### src/rtl/gf128_pkg.sv
// rtl/gf128_pkg.sv - shared constants, state type and helpers for the GF(2^128) reducer
package gf128_pkg;

    // Field element width and unreduced carry-less product width.
    localparam int GF_W   = 128;
    localparam int PROD_W = 256;

    // Low-order taps of P(x) = x^128 + x^7 + x^2 + x + 1: x^128 == x^7 + x^2 + x + 1.
    localparam logic [7:0] GHASH_POLY_LOW = 8'h87;

    typedef enum logic [1:0] {
        IDLE = 2'd0,
        FOLD = 2'd1,
        DONE = 2'd2
    } state_t;

    // Fold widths the datapath supports. Each must divide 128, and each must stay
    // at or below 121 so that a folded chunk never lands on or above itself.
    function automatic bit fold_w_legal(input int fold_w);
        return (fold_w == 8) || (fold_w == 16) || (fold_w == 32) || (fold_w == 64);
    endfunction

    // Number of fold cycles per operation.
    function automatic int fold_count(input int fold_w);
        return GF_W / fold_w;
    endfunction

    // Width of the fold counter (at least one bit).
    function automatic int fold_cnt_w(input int fold_w);
        return (fold_count(fold_w) > 1) ? $clog2(fold_count(fold_w)) : 1;
    endfunction

endpackage

### src/rtl/gf128_fold_step.sv
// rtl/gf128_fold_step.sv - one combinational fold of FOLD_W product bits into the lower bits
//
// Ports:
//   r      : current working register R[255:0]
//   cnt    : fold index; the chunk folded is R[k+FOLD_W-1:k], k = 256 - FOLD_W*(cnt+1)
//   r_next : R with that chunk cleared and its x^128 image XORed in below it
module gf128_fold_step
    import gf128_pkg::*;
#(
    parameter int FOLD_W = 32,
    parameter int CNT_W  = 2
) (
    input  logic [PROD_W-1:0] r,
    input  logic [CNT_W-1:0]  cnt,
    output logic [PROD_W-1:0] r_next
);

    // A FOLD_W-wide run of ones at bit 0, used for both extraction and clearing.
    localparam logic [PROD_W-1:0] LOW_MASK = {{(PROD_W - FOLD_W){1'b0}}, {FOLD_W{1'b1}}};

    logic [8:0]        k;
    logic [8:0]        base;
    logic [PROD_W-1:0] chunk_mask;
    logic [PROD_W-1:0] c;
    logic [PROD_W-1:0] fold;

    always_comb begin
        k          = 9'(PROD_W - FOLD_W * (int'(cnt) + 1));
        // k never drops below 128, so base = k - 128 is the power of x that the
        // chunk's x^128 factor reduces onto.
        base       = k - 9'd128;
        chunk_mask = LOW_MASK << k;
        c          = (r >> k) & LOW_MASK;
        fold       = '0;
        for (int j = 0; j < 8; j++) begin
            if (GHASH_POLY_LOW[j]) begin
                fold = fold ^ (c << (base + 9'(j)));
            end
        end
        r_next = (r & ~chunk_mask) ^ fold;
    end

endmodule

### src/rtl/gf128_reduce.sv
// rtl/gf128_reduce.sv - sequential modulo-P(x) reducer of a 256-bit carry-less product
//
// Ports:
//   clk, rst   : clock and synchronous active-high reset
//   in_valid   : product offered;  in_ready : reducer idle and able to accept
//   in_product : unreduced product, bit i = coefficient of x^i (sampled on accept only)
//   out_valid  : result available; out_ready : consumer takes the result
//   out_result : reduced field element, held while out_valid && !out_ready
//   busy       : an operation is folding or waiting to be taken
module gf128_reduce
    import gf128_pkg::*;
#(
    parameter int FOLD_W = 32
) (
    input  logic              clk,
    input  logic              rst,
    input  logic              in_valid,
    output logic              in_ready,
    input  logic [PROD_W-1:0] in_product,
    output logic              out_valid,
    input  logic              out_ready,
    output logic [GF_W-1:0]   out_result,
    output logic              busy
);

    localparam int N     = fold_count(FOLD_W);
    localparam int CNT_W = fold_cnt_w(FOLD_W);
    localparam logic [CNT_W-1:0] CNT_LAST = CNT_W'(N - 1);

    generate
        if (!fold_w_legal(FOLD_W)) begin : g_bad_fold_w
            $error("gf128_reduce: FOLD_W must be 8, 16, 32 or 64");
        end
    endgenerate

    state_t            state;
    state_t            state_next;
    logic [CNT_W-1:0]  cnt;
    logic [PROD_W-1:0] r;
    logic [PROD_W-1:0] r_fold;
    logic              accept;

    gf128_fold_step #(
        .FOLD_W (FOLD_W),
        .CNT_W  (CNT_W)
    ) u_fold_step (
        .r      (r),
        .cnt    (cnt),
        .r_next (r_fold)
    );

    always_comb begin
        state_next = state;
        accept     = 1'b0;
        case (state)
            IDLE: begin
                if (in_valid) begin
                    accept     = 1'b1;
                    state_next = FOLD;
                end
            end
            // Fixed latency: every operation takes all N folds, even if the
            // upper half is already zero.
            FOLD: begin
                if (cnt == CNT_LAST) begin
                    state_next = DONE;
                end
            end
            DONE: begin
                if (out_ready) begin
                    state_next = IDLE;
                end
            end
            default: state_next = IDLE;
        endcase
    end

    // Handshake outputs are flops decoded from the next state so they line up
    // exactly with the state they describe.
    always_ff @(posedge clk) begin
        if (rst) begin
            state     <= IDLE;
            cnt       <= '0;
            r         <= '0;
            in_ready  <= 1'b1;
            out_valid <= 1'b0;
            busy      <= 1'b0;
        end else begin
            state     <= state_next;
            in_ready  <= (state_next == IDLE);
            out_valid <= (state_next == DONE);
            busy      <= (state_next != IDLE);
            if (accept) begin
                r   <= in_product;
                cnt <= '0;
            end else if (state == FOLD) begin
                r   <= r_fold;
                cnt <= cnt + 1'b1;
            end
        end
    end

    // After the last fold R[255:128] is zero, so the low half is the result.
    assign out_result = r[GF_W-1:0];

endmodule

### config.mk
export PLATFORM = sky130hd
export DESIGN_NAME = gf128_reduce
export DESIGN_NICKNAME = d
export VERILOG_FILES = /design/src/rtl/gf128_pkg.sv /design/src/rtl/gf128_fold_step.sv /design/src/rtl/gf128_reduce.sv
export SDC_FILE = /design/constraint.sdc
export NUM_CORES = 1
export LEC_CHECK = 0
export CORE_UTILIZATION = 40
export DETAILED_ROUTE_END_ITERATION = 10
export PLACE_DENSITY = 0.67
export SYNTH_ARGS = -nofsm -noshare
export SYNTH_HDL_FRONTEND = slang
export SYNTH_HIERARCHICAL = 1
export SYNTH_SLANG_ARGS = --single-unit
### constraint.sdc
create_clock -name clk -period 3.3 [get_ports clk]
set_input_delay 0.33 -clock clk [delete_from_list [all_inputs] [get_ports clk]]
set_output_delay 0.33 -clock clk [all_outputs]
set_load 0.005 [all_outputs]
Yosys cells after proc, flatten, opt, wreduce, memory -nomap -nowiden. Index checks and enable logic that the tools add are counted. W data, S select, Z words.

Add/sub/neg operators: 7. Eq/ne operators: 4. Shift-type cells: 6. Muxes and demuxes: 8. Bitwise operators: 6. Reduce and logical (&&, ||, !) cells: 5.

Operators with widths (count): $shl A32 B9 Y256 (4); $xor A256 B256 Y256 (4); $mux W256 (2); $and A256 B256 Y256 (1); $not A256 Y256 (1); $shl A32 B9 Y256 const A (1); $shr A256 B9 Y32 (1); $add A9 B1 Y9 const B (1); $add A9 B2 Y9 const B (1); $add A9 B3 Y9 const B (1); $sub A9 B8 Y9 const B (1); $sub A9 B9 Y9 const A (1); $eq A2 B2 Y1 const B (3); $mux W2 (3); $pmux W2 S3 (1); $logic_not A2 Y1 (2); $reduce_bool A2 Y1 (2); $add A2 B1 Y3 const B (1); $add A2 B1 Y2 const B (1); $eq A2 B1 Y1 const B (1); $mux W1 (2); $reduce_or A2 Y1 (1).

Register bits after elaboration: 263. Bits of input ports: 260. Logic and storage cells: 42.

Depth between registers and ports, before layout. Gate-level depths: netlist of the first run.

Word-level depth: 11. Mapped depth: 17.

Modules after synthesis. The synthesis of the first run kept the hierarchy.

Modules (own cells, without submodules): gf128_reduce (times used 1, cells each 1293, area each 13223.9 µm²); gf128_fold_step (times used 1, cells each 697, area each 5180.0 µm²).

Least setup slack after synthesis of the first run. No wires, ideal clock.

Path kind: register -> register. Start point: register cnt[0]. End point: register r[20]. Library setup time: 58 ps. Arrival: 3046 ps. Data required time: 3242 ps. Slack: 195 ps. Cell stages (with the launch flop): 16. Period minus slack after synthesis: 3105 ps. Cell sequence: dfxtp_1 > buf_6 > buf_6 > buf_4 > inv_2 > ha_1 > buf_6 > buf_8 > mux4_2 > xor2_1 > xnor2_1 > nand2_1 > xnor2_1 > inv_1 > a21oi_2 > o221a_2.

Word-level cells in the longest chain between the ends: 11. Elaborated cells between the ends (all ways): 20. Those cells by class: 6 x add/sub; 6 x shift; 2 x mux; 6 x bitwise.

Ends and longest elaborated chain: from (decl) (line gf128_reduce.sv:38) `logic [CNT_W-1:0] cnt;`; from (signal assigned) (line gf128_reduce.sv:98) `cnt <= cnt + 1'b1;`; $add A2 B1 Y3 * (line gf128_fold_step.sv:28) `k = 9'(PROD_W - FOLD_W * (int'(cnt) + 1));`; $sub A9 B9 Y9 * (line gf128_fold_step.sv:28); $sub A9 B8 Y9 (line gf128_fold_step.sv:31) `base = k - 9'd128;`; $add A9 B1 Y9 (line gf128_fold_step.sv:37) `fold = fold ^ (c << (base + 9'(j)));`; $shl A32 B9 Y256 (line gf128_fold_step.sv:37); $xor A256 B256 Y256 (3 in series) (line gf128_fold_step.sv:37); $xor A256 B256 Y256 * (line gf128_fold_step.sv:40) `r_next = (r & ~chunk_mask) ^ fold;`; named net r_fold[20] (line gf128_reduce.sv:40) `logic [PROD_W-1:0] r_fold;`; $mux W256 * (line gf128_reduce.sv:96) `end else if (state == FOLD) begin`; $mux W256 * (line gf128_reduce.sv:93) `if (accept) begin`; to (signal assigned) (line gf128_reduce.sv:94) `r <= in_product;`; to (signal assigned) (line gf128_reduce.sv:97) `r <= r_fold;`; to (decl) (line gf128_reduce.sv:39) `logic [PROD_W-1:0] r;`.

The timed path passes the listed nets; every way through them passes the cells marked *. The select of a mux whose other input is x is not followed. A chain may end at the register's enable or synchronous reset.

Final worst setup path of the first run.
Start point: register cnt[1]. End point: register r[13].

Same word-level chain as after synthesis.

==> results.yml, run 1 <==
worst_setup_path:
  path_max_fanout: 12
  cp-start-kind: "flop"
  reg2reg_depth: 11
  r2r_slack_ns: 0.20
  worst_ep_arrival_time_ns: 3.58
  end_kind: "flop"
  crit_start: "cnt[1]"
  rr_endpoint: "r[13]"
  path_class: "reg2reg"
  cp.required_ns: 3.78
  rr_startpoint: "cnt[1]"
  worstSetupEndpoint: "r[13]"
detailed_routing:
  ant_nets: 0
  wire_per_inst_um: 23.1
  route.detailed.drc: 0
  drtIter0Drc: 1592
  wl_um: 64900
  vias: 15300
  first_pass_iters: 5
  viasPerCell: 5.46
synth:
  yosysWarnings: 6
  ys_seq_area_share_pct: 28.6
  synth_compound_area_share_pct: 27.8
  avgSynthCellArea_um2: 9.25
  synth_top_family_by_area: "compound AO/OA/AOI/OAI gates"
  synth_area_mm2: 0.0184
  synthAdderAreaFrac_pct: 0.408
  synth_fp_nets: 2256
  syn_inst: 1990
  synthFlopType: "dfxtp_1"
  synth_xor_area_share_pct: 13.7
  synthMuxAreaShare_pct: 4.09
  ys_seq_elements: 263
  synth-async-reset-ratio_pct: 0
  synth_edf_count: 0
  synth.distinct_cells: 40
  synthSimpleGateAreaFrac_pct: 8.11
clocking:
  cts_made_buffers: 35
  insertion_delay_ns: 0.56
  cts_tree: "done"
  cts_hold_repair.buffers: 0
  max-clock-path-buffers: 3
  cts-root-buf: "clkbuf_16"
  postCtsSetupBuffers: 0
  cts.sinks: 263
  htreeDepth: 2
  clkTransAtPathRegs_ns: 0.06
run:
  drv_cap: 0
power_and_ir_drop:
  seq_power_share_pct: 32.9
  p_int_mw: 7.83
  p_total_mw: 12.0
  p_per_area_mw_per_mm2: 531
  p_leak_nw: 8.34
  peakVddDrop_uv: 344
  switching_share_pct: 34.9
  clock_power_share_pct: 31.2
  p_sw_mw: 4.19
  p_comb_share_pct: 35.9
finish:
  nNetsFinal: 2449
  fin_util_pct: 49.8
  layout.cells.non_filler: 2812
  syn2layout_area_growth_pct: 22.9
  regArea_mm2: 0.00527
  drive_gt1_share_pct: 27.2
  fin_area_mm2: 0.0226
  multi_input_area_mm2: 0.0100
  fillers: 4235
grt:
  grt_max_degree: 91
  grt_usage_pct: 27.1
  antenna_found_initial: 5
  grt_first_pass_wirelength_um: 96700
  grt-ovfl-total: 0
  grt_pass1_vias: 15200
floorplanning:
  dieArea_mm2: 0.0469
  rows: 78
  fp.dieW_um: 217
  core_mm2: 0.0454
  die_y_um: 217
  start_util_pct: 40.6
  pin_count: 391
place:
  dpl.hpwl_um: 46800
  port_buffers: 390
  gp_congestion: 0.937
  dp.cells: 2746
  dpl-instance-area_mm2: 0.0215
run_status:
  status: "completed"
timing:
  slew_headroom_pct: 39.0
  layout_min_cycle_time_ns: 3.10
  clock_skew_ns: 0.0363
  rsz0062_at_grt: "no"
  worst_pin_slew_ns: 0.915
  tns_ns: 0
  setup_viol: 0
  hold_violations: 0
  fmax_mhz: 322
  period_share_pct: 94.0
  drv_slew: 0
hold_path:
  hp-class: "in2reg"
[cell usage in the layout (no fill, tap or decap), drive strengths merged, types with 7 or more instances in the layout]
master / instances
xor2: 61
xnor2: 224
nand2: 127
nor2b: 112
dfxtp: 263
clkbuf: 52
a21oi: 265
o221a: 256
nand2b: 7
clkinv: 8
clkdlybuf4s50: 389
inv: 276
mux4: 32
nor2: 47
buf: 48
o22ai: 13
[Yosys cell counts, types with 2 or more instances]
cell type	number	area, µm²
a21oi_1	55	275
a21oi_2	210	1840
a22oi_1	3	22.5
and2_1	4	25.0
buf_12	22	440
buf_2	64	320
buf_4	151	1130
buf_6	10	113
clkbuf_1	33	124
dfxtp_1	263	5270
ha_1	6	75.1
inv_1	274	1030
mux2_2	2	22.5
mux4_2	32	721
nand2_1	126	473
nand2b_1	7	43.8
nand3b_1	2	15.0
nor2_1	46	173
nor2b_1	112	701
o221a_1	18	203
o221a_2	238	2680
o22ai_1	13	81.3
xnor2_1	223	1950
xor2_1	59	517
xor2_2	2	32.5
[power by group through the flow]
stage | Sequential [mW] | Clock, mW | Combinational [mW]
finish | 3.95 | 3.75 | 4.31
global placement | 4.00 | 0 | 4.19
floorplan | 3.84 | 0 | 3.05
CTS | 3.95 | 3.81 | 4.28
global route | 3.99 | 3.94 | 4.61
detailed placement | 4.01 | 0 | 4.26
[cell families (layout without fill, tap and decap cells)]
family          count (synthesis)  after routing
flops                         263            263
compound gates                540            540
other cells                     0              4
mux                            35             35
buf+inv                       556            774
xor+xnor                      285            285
simple gates                  305            305
fa+ha+maj                       6              6
[layer usage]
metal | up-vias | part of all wire, % | global-route usage, %
li1 | 7059 | - | -
met3 | 127 | 6.8 | 5.21
met2 | 628 | 47 | 44.5
met5 | - | 0.034 | 0
met4 | 4 | 3.7 | 10.0
met1 | 7528 | 42 | 35.1
[sequential cells by signal (all words and copies together), names as in the netlist]
name,count
r,256
busy,1
state,2
out_valid,1
cnt,2
in_ready,1
[area by class of cell]
| type | count | area share (%) |
|---|---|---|
| multi-input combinational | 1171 | 44.3 |
| inverter | 275 | 4.56 |
| antenna | 4 | 0.0443 |
| tap | 600 | 3.32 |
| timing repair buffer | 437 | 19.6 |
| clock inverter | 10 | 0.332 |
| sequential | 263 | 23.3 |
| clock buffer | 52 | 4.56 |
[per-stage QoR]
step	hold slack, ns	setup WS [ns]
floorplan	0.499	0.195
global placement	0.518	0.249
detailed placement	0.532	0.185
CTS	0.272	0.140
global route	0.277	0.0327
finish	0.278	0.197
[worst max-delay path, stage by stage (launching register included)]
cell	delay, ns
dfxtp_1	0.33
inv_1	0.09
ha_2	0.37
buf_4	0.24
mux4_2	0.63
xnor2_1	0.18
xnor2_1	0.52
nand2_1	0.16
xnor2_1	0.17
inv_1	0.05
a21oi_1	0.11
o221a_2	0.18
[worst min path at each step]
| stage | startpoint | to | slack [ns] | depth (start not counted) |
|---|---|---|---|---|
| final | rst | state[1] | 0.28 | 2 |
| after global routing | rst | state[1] | 0.28 | 2 |
| after CTS | rst | state[1] | 0.27 | 2 |
| after detailed placement | r[154] | r[154] | 0.53 | 1 |
| after global placement | r[219] | r[219] | 0.52 | 1 |
| after floorplan | r[217] | r[217] | 0.50 | 1 |
[what timing repair did]
item	in CTS	in global routing
gates resized for setup	0	3
setup endpoints to repair	0	6
hold endpoints to repair	0	0
Note: power is estimated with default switching activity, not from simulation.
==> run 2, diff against run 1 <==
--- a/config.mk
+++ b/config.mk
@@ -6,6 +6,7 @@
 export NUM_CORES = 1
 export LEC_CHECK = 0
 export CORE_UTILIZATION = 40
+export CTS_CLUSTER_SIZE = 16
 export DETAILED_ROUTE_END_ITERATION = 10
 export PLACE_DENSITY = 0.67
 export SYNTH_ARGS = -nofsm -noshare
==> results of run 2 <==
No change in the layout: final DEF, timing and power equal those of run 1.
==> run 3, diff against run 2 <==
--- a/config.mk
+++ b/config.mk
@@ -5,6 +5,7 @@
 export SDC_FILE = /design/constraint.sdc
 export NUM_CORES = 1
 export LEC_CHECK = 0
+export CORE_MARGIN = 2
 export CORE_UTILIZATION = 40
 export CTS_CLUSTER_SIZE = 16
 export DETAILED_ROUTE_END_ITERATION = 10
==> run 3 against run 2 <==
Net effect:
- utilization increased by 0.15 points
- setup slack got worse by 0.042 ns
- via count increased by 0.10%
- non-clock buffer count decreased by 1
- critical path depth increased by 1
- largest power group unchanged
- highest routed layer unchanged
==> results.yml, run 3 (synthesis results as in run 1) <==
run_status:
  status: "completed"
clocking:
  cts_tree: "done"
  cts.sinks: 263
  cts_made_buffers: 35
  htreeDepth: 2
  clkTransAtPathRegs_ns: 0.06
  max-clock-path-buffers: 3
  insertion_delay_ns: 0.56
  cts-root-buf: "clkbuf_16"
grt:
  grt_first_pass_wirelength_um: 95400
  antenna_found_initial: 15
  grt_usage_pct: 26.5
  grt_max_degree: 127
  grt-ovfl-total: 0
  grt_pass1_vias: 15000
power_and_ir_drop:
  switching_share_pct: 33.7
  p_int_mw: 8.09
  clock_power_share_pct: 32.6
  p_per_area_mw_per_mm2: 538
  seq_power_share_pct: 32.4
  p_leak_nw: 8.36
  p_sw_mw: 4.11
  peakVddDrop_uv: 337
  p_comb_share_pct: 35.0
timing:
  hold_violations: 0
  slew_headroom_pct: 51.0
  clock_skew_ns: 0.0266
  period_share_pct: 95.3
  layout_min_cycle_time_ns: 3.14
  tns_ns: 0
  rsz0062_at_grt: "no"
  drv_slew: 0
  fmax_mhz: 318
  worst_pin_slew_ns: 0.735
  setup_viol: 0
floorplanning:
  core_mm2: 0.0454
  dieArea_mm2: 0.0477
  rows: 78
  die_y_um: 219
  start_util_pct: 40.6
  fp.dieW_um: 219
  pin_count: 391
place:
  gp_congestion: 0.892
  dpl.hpwl_um: 46400
  port_buffers: 390
finish:
  mostFrequentLayoutCells: "clkdlybuf4s50_1, inv_1, dfxtp_1"
  largest_reg_flops: 256
  nNetsFinal: 2448
  fin_util_pct: 50.0
  drive_gt1_share_pct: 27.1
  final_common_cell: "clkdlybuf4s50_1"
  reg.largest.list: "r x256, cnt x2, state x2"
  syn2layout_area_growth_pct: 23.3
  largest-register: "r"
detailed_routing:
  drtIter0Drc: 1456
  vias: 15400
  ant_nets: 0
  viasPerCell: 5.45
  wl_um: 64700
  wire_per_inst_um: 23.0
  route.detailed.drc: 0
  first_pass_iters: 5
hold_path:
  hold-path-endpoint: "state[1]"
  hold_path_depth: 2
  hp-class: "in2reg"
  min_from: "rst"
worst_setup_path:
  cp-start-kind: "flop"
  rr_endpoint: "r[118]"
  rr_startpoint: "cnt[1]"
  worst_ep_arrival_time_ns: 3.64
  r2r_slack_ns: 0.16
  path_class: "reg2reg"
  path_max_fanout: 22
  cp.required_ns: 3.80
  reg2reg_depth: 12
  end_kind: "flop"
run:
  drv_cap: 0
-- run 3: layout make-up --
cell class / count / area, µm²
fillers: 4219 / 22700
multi-input cells: 1171 / 10000
flip-flops and latches: 263 / 5270
repair buffers: 436 / 4420
inverters: 275 / 1030
clock buffers: 51 / 996
well taps: 600 / 751
clock inverters: 12 / 171
diodes: 12 / 30.0
-- run 3: worst max-delay path: stages (launching register included) --
cell	delay, ns
dfxtp_1	0.42
inv_1	0.11
ha_2	0.41
buf_12	0.20
mux4_2	0.68
xor2_1	0.34
xnor2_1	0.19
buf_4	0.17
nand2_1	0.06
xnor2_1	0.16
inv_1	0.06
a21oi_2	0.10
o221a_2	0.17
-- run 3: per-stage QoR --
stage | setup slack (ns) | instance area [µm²] | cells | hold slack, ns | power (mW)
floorplan | 0.195 | 18400 | 1990 | 0.499 | 6.89
finish | 0.155 | 22700 | 2820 | 0.325 | 12.2
global route | 0.00233 | 22700 | 2817 | 0.337 | 12.8
detailed placement | 0.139 | 21500 | 2745 | 0.532 | 8.27
CTS | 0.142 | 22600 | 2808 | 0.305 | 12.3
global placement | 0.227 | 21500 | 2745 | 0.521 | 8.20
-- run 3: how the worst max path moves through the flow --
stage                 from  cells after the start     end
finish              cnt[1]                     12  r[118]
global route        cnt[1]                     12  r[118]
CTS                 cnt[1]                     11  r[115]
detailed placement  cnt[1]                     11   r[83]
global placement    cnt[1]                     11  r[115]
floorplan           cnt[0]                     15   r[20]
-- run 3: power groups by stage --
stage | clock, mW | combinational [mW] | sequential (mW)
finish | 3.98 | 4.27 | 3.95
global route | 4.17 | 4.61 | 3.99
CTS | 4.04 | 4.28 | 3.94
detailed placement | 0 | 4.26 | 4.01
global placement | 0 | 4.20 | 4.00
floorplan | 0 | 3.05 | 3.84
-- run 3: routing by layer --
metal  GRT usage [%]  up-vias  wire length [µm]
met3            5.02      126              5130
met5               0        -                45
met4            12.6        8              2640
met1            34.0     7504             26500
li1                -     7065                 -
met2            42.8      659             30500
-- run 3: timing repair --
action,in CTS,in global routing
endpoints found under the setup margin,0,3
setup buffers,0,0
hold buffers,0,0
gates resized for setup,0,2
